File: src/rtl/bool_scan_pkg.sv
// Shared types and sizes for the boolean truth-table scanner.
// Minterm index and settle counter are both 4 bits wide.
package bool_scan_pkg;

    localparam int NUM_MINTERMS = 16;
    localparam int IDX_W        = 4;
    localparam int CNT_W        = 4;

    typedef enum logic [1:0] {
        IDLE   = 2'd0,
        SETTLE = 2'd1,
        DONE   = 2'd2
    } state_t;

endpackage

File: src/rtl/bool_scan_settle_timer.sv
// Per-minterm settle counter: counts up while enabled and flags the sample cycle.
// The count freezes at its terminal value until cleared.
module bool_scan_settle_timer
    import bool_scan_pkg::*;
#(
    parameter int SETTLE_CYCLES = 1
) (
    input  logic clk,
    input  logic rst,
    input  logic clear,
    input  logic enable,
    output logic expire
);

    localparam logic [CNT_W-1:0] LAST = CNT_W'(SETTLE_CYCLES - 1);

    logic [CNT_W-1:0] cnt;

    always_ff @(posedge clk or posedge rst) begin
        if (rst) begin
            cnt <= '0;
        end else if (clear) begin
            cnt <= '0;
        end else if (enable && !expire) begin
            cnt <= cnt + 1'b1;
        end
    end

    assign expire = (cnt == LAST);

endmodule

File: src/rtl/bool_truth_table_scanner.sv
// Walks a,b,c,d through all 16 minterms, samples f_in after a settle delay,
// and compares the resulting truth table against the mask captured at start.
//
// state  | meaning
// IDLE   | waiting for start; results of the last scan held
// SETTLE | driving minterm idx, sampling f_in when the timer expires
// DONE   | one-cycle done pulse, {a,b,c,d} still 4'hF
module bool_truth_table_scanner
    import bool_scan_pkg::*;
#(
    parameter int SETTLE_CYCLES = 1
) (
    input  logic        clk,
    input  logic        rst,
    input  logic        start,
    input  logic [15:0] expected,
    output logic        a,
    output logic        b,
    output logic        c,
    output logic        d,
    input  logic        f_in,
    output logic        busy,
    output logic        done,
    output logic [15:0] table_out,
    output logic        match,
    output logic [4:0]  mismatch_count,
    output logic        fail_valid,
    output logic [3:0]  first_fail_idx
);

    state_t                  state_q;
    logic [IDX_W-1:0]        idx_q;
    logic [NUM_MINTERMS-1:0] exp_q;
    logic [NUM_MINTERMS-1:0] sample_table;
    logic                    sample_miss;
    logic                    expire;
    logic                    last_idx;

    bool_scan_settle_timer #(
        .SETTLE_CYCLES(SETTLE_CYCLES)
    ) u_timer (
        .clk   (clk),
        .rst   (rst),
        .clear ((state_q != SETTLE) || expire),
        .enable(state_q == SETTLE),
        .expire(expire)
    );

    // Table as it will look after this cycle's sample; used for the final match too.
    always_comb begin
        sample_table        = table_out;
        sample_table[idx_q] = f_in;
    end

    assign sample_miss = (f_in != exp_q[idx_q]);
    assign last_idx    = (idx_q == IDX_W'(NUM_MINTERMS - 1));

    always_ff @(posedge clk or posedge rst) begin
        if (rst) begin
            state_q        <= IDLE;
            idx_q          <= '0;
            exp_q          <= '0;
            table_out      <= '0;
            match          <= 1'b0;
            mismatch_count <= '0;
            fail_valid     <= 1'b0;
            first_fail_idx <= '0;
        end else begin
            case (state_q)
                IDLE: begin
                    if (start) begin
                        state_q        <= SETTLE;
                        idx_q          <= '0;
                        exp_q          <= expected;
                        table_out      <= '0;
                        match          <= 1'b0;
                        mismatch_count <= '0;
                        fail_valid     <= 1'b0;
                        first_fail_idx <= '0;
                    end
                end
                SETTLE: begin
                    if (expire) begin
                        table_out <= sample_table;
                        if (sample_miss) begin
                            mismatch_count <= mismatch_count + 1'b1;
                            if (!fail_valid) begin
                                first_fail_idx <= idx_q;
                                fail_valid     <= 1'b1;
                            end
                        end
                        if (last_idx) begin
                            state_q <= DONE;
                            match   <= (sample_table == exp_q);
                        end else begin
                            idx_q <= idx_q + 1'b1;
                        end
                    end
                end
                DONE: begin
                    state_q <= IDLE;
                    idx_q   <= '0;
                end
                default: begin
                    state_q <= IDLE;
                    idx_q   <= '0;
                end
            endcase
        end
    end

    assign {a, b, c, d} = idx_q;
    assign busy         = (state_q == SETTLE);
    assign done         = (state_q == DONE);

endmodule

File: config.mk
export PLATFORM = sky130hd
export DESIGN_NAME = bool_truth_table_scanner
export DESIGN_NICKNAME = d
export VERILOG_FILES = /design/src/rtl/bool_scan_pkg.sv /design/src/rtl/bool_scan_settle_timer.sv /design/src/rtl/bool_truth_table_scanner.sv
export SDC_FILE = /design/constraint.sdc
export NUM_CORES = 1
export LEC_CHECK = 0
export CAP_MARGIN = 30
export CORE_MARGIN = 4
export CORE_UTILIZATION = 47
export DETAILED_ROUTE_END_ITERATION = 10
export HOLD_SLACK_MARGIN = 0.12
export PLACE_DENSITY = 0.86
export SLEW_MARGIN = 15
export SYNTH_ARGS = -nofsm -noshare
export SYNTH_HDL_FRONTEND = slang
export SYNTH_SLANG_ARGS = --single-unit
File: constraint.sdc
create_clock -name clk -period 2.45 [get_ports clk]
set_input_delay 0.49 -clock clk [delete_from_list [all_inputs] [get_ports clk]]
set_output_delay 0.49 -clock clk [all_outputs]
set_load 0.005 [all_outputs]
# Word level (Yosys, flattened, before mapping)
# Cells that the tools add are included.
[totals]
reg_bits = 53
in_bits = 20
output_inout_bits = 33
wordCells = 74
[classes]
addsub = 3
n_lt_le_gt_ge = 2
eq_ne = 12
mux = 33
reduce_logical = 15
[op_table]
columns = ["cell", "n"]
rows = [
  ["$mux W16", 2],
  ["$mux W4", 8],
  ["$pmux W16 S2", 1],
  ["$bwmux W16", 1],
  ["$eq A16 B16 Y1", 1],
  ["$pmux W4 S2", 2],
  ["$mux W5", 3],
  ["$ne A2 B2 Y1 const B", 6],
  ["$pmux W5 S2", 1],
  ["$reduce_and A3 Y1", 3],
  ["$add A4 B1 Y4 const B", 2],
  ["$reduce_and A4 Y1", 2],
  ["$mux W1", 7],
  ["$mux W2", 3],
  ["$add A5 B1 Y5 const B", 1],
  ["$lt A4 B5 Y1 const B", 1],
  ["$reduce_and A5 Y1", 1],
  ["$bmux W1 S4", 1],
  ["$demux W1 S4", 1],
  ["$eq A4 B4 Y1 const B", 1],
  ["$ge A4 B1 Y1 const B", 1],
  ["$logic_not A4 Y1", 1],
  ["$pmux W1 S2", 2],
  ["$pmux W2 S2", 1],
  ["10 further kinds", 12],
]

# Depth between registers and ports, before layout
[depth]
word_depth = 9
mapped_depth = 9
ltp_nobuf = 8

# Cells and area by module
# Synthesis repeated with hierarchy kept, for this count alone.
[unflattened]
hier_cells = 284
hier_area_um2 = 2972.9
[by_module_without_submodules]
columns = ["mod", "n_inst", "cells_each", "area_each_um2", "seq_area_each_um2"]
rows = [
  ["bool_truth_table_scanner", 1, 260, 2732.6, 1226.2],
  ["bool_scan_settle_timer", 1, 24, 240.2, 100.1],
]

# Least setup slack after synthesis
# No wires, ideal clock.
[synth_timing]
kind = "register -> register"
from = "reg idx_q[0]"
to = "reg first_fail_idx[2]"
setup_time_ns = 0.121
arrival_ns = 2.335
required_ns = 2.329
slack_ns = -0.006
path_stages_with_launch = 8
path_buffers = 1
period_less_slack_ns = 2.456
cell_sequence = "dfrtp_1 buf_6 mux4_1 mux4_2 xnor2_2 o22ai_2 a21o_1 a22o_1"
[synth_between]
elab_chain_cells = 5
[synth_rtl]
columns = ["element", "line", "text"]
rows = [
  ["start: declaration", "bool_truth_table_scanner.sv:32", "logic [IDX_W-1:0] idx_q;"],
  ["start signal: assignment", "bool_truth_table_scanner.sv:96", "idx_q <= idx_q + 1'b1;"],
  ["$bmux W1 S4", "bool_truth_table_scanner.sv:55", "assign sample_miss = (f_in != exp_q[idx_q]);"],
  ["$mux W1 (not written as such)", "bool_truth_table_scanner.sv:55", ""],
  ["$ne A1 B1 Y1", "bool_truth_table_scanner.sv:55", ""],
  ["$ne A2 B2 Y1 (no source line)", "-", ""],
  ["$reduce_and A5 Y1 (no source line)", "-", ""],
  ["end signal: assignment", "bool_truth_table_scanner.sv:88", "first_fail_idx <= idx_q;"],
  ["end: declaration", "bool_truth_table_scanner.sv:28", "output logic [3:0] first_fail_idx"],
]
# No other way between the ends. The select of a mux whose other input is x is not followed.
# A chain may end at the register's enable or synchronous reset.

# Final worst setup path
[layout_timing]
from = "reg idx_q[1]"
to = "reg match"
[layout_between]
elab_chain_cells = 9
word_cells_on_any_way = 13
classes_between = "2 x order compare; 3 x eq/ne; 6 x mux; 2 x reduce/logical"
[layout_rtl]
columns = ["element", "line", "text"]
rows = [
  ["$lt A4 B5 Y1 (not written as such) / $ge A4 B1 Y1 (equally long branches)", "bool_truth_table_scanner.sv:52", "sample_table[idx_q] = f_in;"],
  ["$logic_and A1 B1 Y1 (not written as such)", "bool_truth_table_scanner.sv:52", ""],
  ["$mux W1 (not written as such)", "bool_truth_table_scanner.sv:52", ""],
  ["$demux W1 S4", "bool_truth_table_scanner.sv:52", ""],
  ["$bwmux W16", "bool_truth_table_scanner.sv:52", ""],
  ["$eq A16 B16 Y1", "bool_truth_table_scanner.sv:94", "match <= (sample_table == exp_q);"],
  ["$mux W1", "bool_truth_table_scanner.sv:92", "if (last_idx) begin"],
  ["$mux W1", "bool_truth_table_scanner.sv:83", "if (expire) begin"],
  ["$pmux W1 S2", "bool_truth_table_scanner.sv:69", "case (state_q)"],
  ["end signal: assignment", "bool_truth_table_scanner.sv:94", ""],
  ["end: declaration", "bool_truth_table_scanner.sv:25", "output logic match,"],
]
# Parallel ways exist; a longest one is shown, timed or not. The select of a mux whose other input is x is not followed.

==> summary.md <==
| Metric | Value |
|---|---|
| DRT iter0 DRCs | `223` |
| Post-DR wirelength/cell | `16.7 um` |
| Main synth FF type | `dfrtp_1` |
| Die Y | `86.4 um` |
| Leakage | `0.00161 uW` |
| IR drop worst, VDD | `0.000573 V` |
| Core box area | `5960 um^2` |
| Power density over the cells | `1260 nW/um^2` |
| Top cells by area, synth | `dfrtp_1, o21ai_0, mux2_2` |
| Setup CP Type | `flop to flop` |
| Post-layout min period | `2.35 ns` |
| Mapped Cells | `276` |
| Placed cell area | `3600 um^2` |
| WL final | `6.98 mm` |
| Status | `finished clean` |
| Pre-antenna DRT Iters | `4` |
| Share of cells above drive strength 1 | `18.1%` |
| R2R depth | `9` |
| Net count after synthesis | `304` |
| Die width | `86.4 um` |
| Clock skew | `0.0166 ns` |
| Element type at the critical path end | `flop` |
| Period utilization | `95.9%` |
| Die ar. | `7470 um^2` |
| Clock-pin slew on the worst setup and hold paths | `0.11 ns` |
| Warnings, synthesis | `0` |
| Vias | `2389` |
| Synthesized area per cell | `10.5 um^2` |
| Flops & latches, synth | `53` |
| Max-slew headroom | `53.4%` |
| Crit start category | `flop` |
| Largest net degree at the start of global routing | `27` |
| # diodes | `0` |
| Worst-path fanout max | `8` |
| Filler instances | `476` |
| Deepest clock path buffer count | `2` |
| Flop2flop setup slack | `0.10 ns` |
| Critical Path RT | `2.68 ns` |
| Root Buffer | `clkbuf_8` |
| Actual slew at the worst max-slew pin | `0.697 ns` |
| Final std cells w/o fill | `417` |
| Sink Count | `53` |
| Final instance area | `3740 um^2` |
| Fin. Hold Viols | `0` |
| Area Growth Syn to Fin | `29.5%` |
| Total gr overflow | `0` |
| Unique masters post-synth | `39` |
| Tot GR Track Use | `19.5%` |
| FMAX | `426 MHz` |
| Post-DRT Antenna Nets | `0` |
| Hold_ws | `0.426 ns` |
| Leading area contributor after synthesis | `dfrtp_1` |
| Most frequent cells in the layout | `dfrtp_1, clkdlybuf4s50_1, o21ai_0` |
| Worst Hold Class | `input pin to asynchronous set/reset pin` |
| Top cell type's share of synthesized area | `45.9%` |
| Postcts setup bufs | `0` |
| Rows | `28` |
| Final Max Slew Viols | `0` |
| # Max-Cap Violations | `0` |
| Number of enable flip-flop cells after synthesis | `0` |
| Initial antenna violation count | `0` |
| RSZ-0062 raised after global routing | `true` |
| Worst path arrival time | `2.58 ns` |
| Cell Area, Synth | `2890 um^2` |
| I/O pins | `53` |
| Reg2reg start | `idx_q[1]` |
| Register area share after synthesis | `45.9%` |
| Placed wire-length estimate | `5.39 mm` |
| Number of CTS-inserted buffers | `5` |
| CTS tree | `done` |
| Nets | `369` |
| Vias per inst | `5.73` |
| RR Endpoint | `match` |
| Vias in the first global route | `2300` |
| Endpoints failing setup | `0` |
| Skew-Pair Late Insertion Delay | `0.32 ns` |
| Clock H-tree levels | `2` |
| First-pass GRT wire length | `11.4 mm` |
| Routability Congestion | `0.958` |
| Port-buffer cells | `52` |
| Async SR Flop Fraction | `100%` |
| Initial core utilization | `48.6%` |
| Remaining DRCs | `0` |
| Inst Count DP | `409` |
[how the worst max path moves through the flow]
stage	to	from	depth (start not counted)
global placement	first_fail_idx[3]	idx_q[0]	6
global route	match	idx_q[0]	9
CTS	match	idx_q[0]	9
floorplan	first_fail_idx[2]	idx_q[0]	7
finish	match	idx_q[1]	9
detailed placement	match	idx_q[0]	8
[per-stage QoR]
step	total power [uW]	TNS, ns	setup WS (ns)	util [%]
after floorplan	3020	0	0.0200	-
after CTS	4630	0	0.0358	62.2
after detailed placement	4110	-0.162	-0.0929	60.5
final	4720	0	0.100	62.9
after global routing	5030	-0.0176	-0.0176	62.9
after global placement	4000	0	0.0210	60.3
[power breakdown]
group          internal, uW  switching (uW)
clock network           203             296
logic                  1400            1180
registers              1230             406
total                  2830            1880
[synthesized netlist by cell type (2+ instances only)]
cell type / instances
a21oi_1: 16
a22o_1: 4
and2_1: 2
buf_1: 3
clkbuf_1: 8
dfrtp_1: 53
ha_1: 8
inv_1: 11
mux2_2: 16
mux2i_1: 14
mux4_1: 4
nand2_1: 16
nand2b_1: 4
nand3_1: 7
nand3b_1: 7
nand4_1: 6
nor2_1: 16
nor2b_1: 3
nor3b_1: 2
o21ai_0: 37
o22ai_1: 3
or3_1: 3
xor2_1: 17
[registers in the layout, summed over array words and instances (netlist names)]
signal,cells
u_timer.cnt,4
first_fail_idx,4
match,1
fail_valid,1
table_out,16
exp_q,16
mismatch_count,5
state_q,2
idx_q,4
[metal layers]
layer | up-vias | GRT usage, % | wire length (um)
met5 | - | 0 | 0
met4 | 0 | 8.64 | 238
met3 | 19 | 3.71 | 524
met2 | 107 | 29.9 | 3340
met1 | 1150 | 26.9 | 2880
li1 | 1113 | - | -
[area by class of cell]
type,count,area [um^2],area share (%)
inverter,12,45.0,1.20
clock inverter,3,22.5,0.601
tap,75,93.8,2.51
sequential,53,1330,35.4
timing repair buffer,70,684,18.3
multi-input combinational,199,1500,40.1
clock buffer,5,68.8,1.84
[critical path: stages, from the launching register on]
cell	delay, ns
dfrtp_1	0.46
buf_12	0.17
ha_1	0.22
buf_4	0.17
nand3b_1	0.11
mux2i_1	0.27
xor2_1	0.18
o2111ai_1	0.12
or3_1	0.36
o31ai_1	0.19
[cell families (layout without fill, tap and decap cells)]
family | after synthesis | after routing | synth area share (%)
fa+ha+maj | 8 | 8 | 3.46
buf+inv | 24 | 90 | 3.38
simple gates | 69 | 69 | 12.3
compound gates | 68 | 68 | 13.5
mux | 35 | 35 | 15.5
xor+xnor | 19 | 19 | 6.01
flops | 53 | 53 | 45.9
[repair_timing]
action | CTS | global route
pin swaps | 0 | 3
resized for setup | 4 | 8
hold buffers | 0 | 0
setup endpoints to repair | 5 | 8
Note: power is estimated with default switching activity, not from simulation.
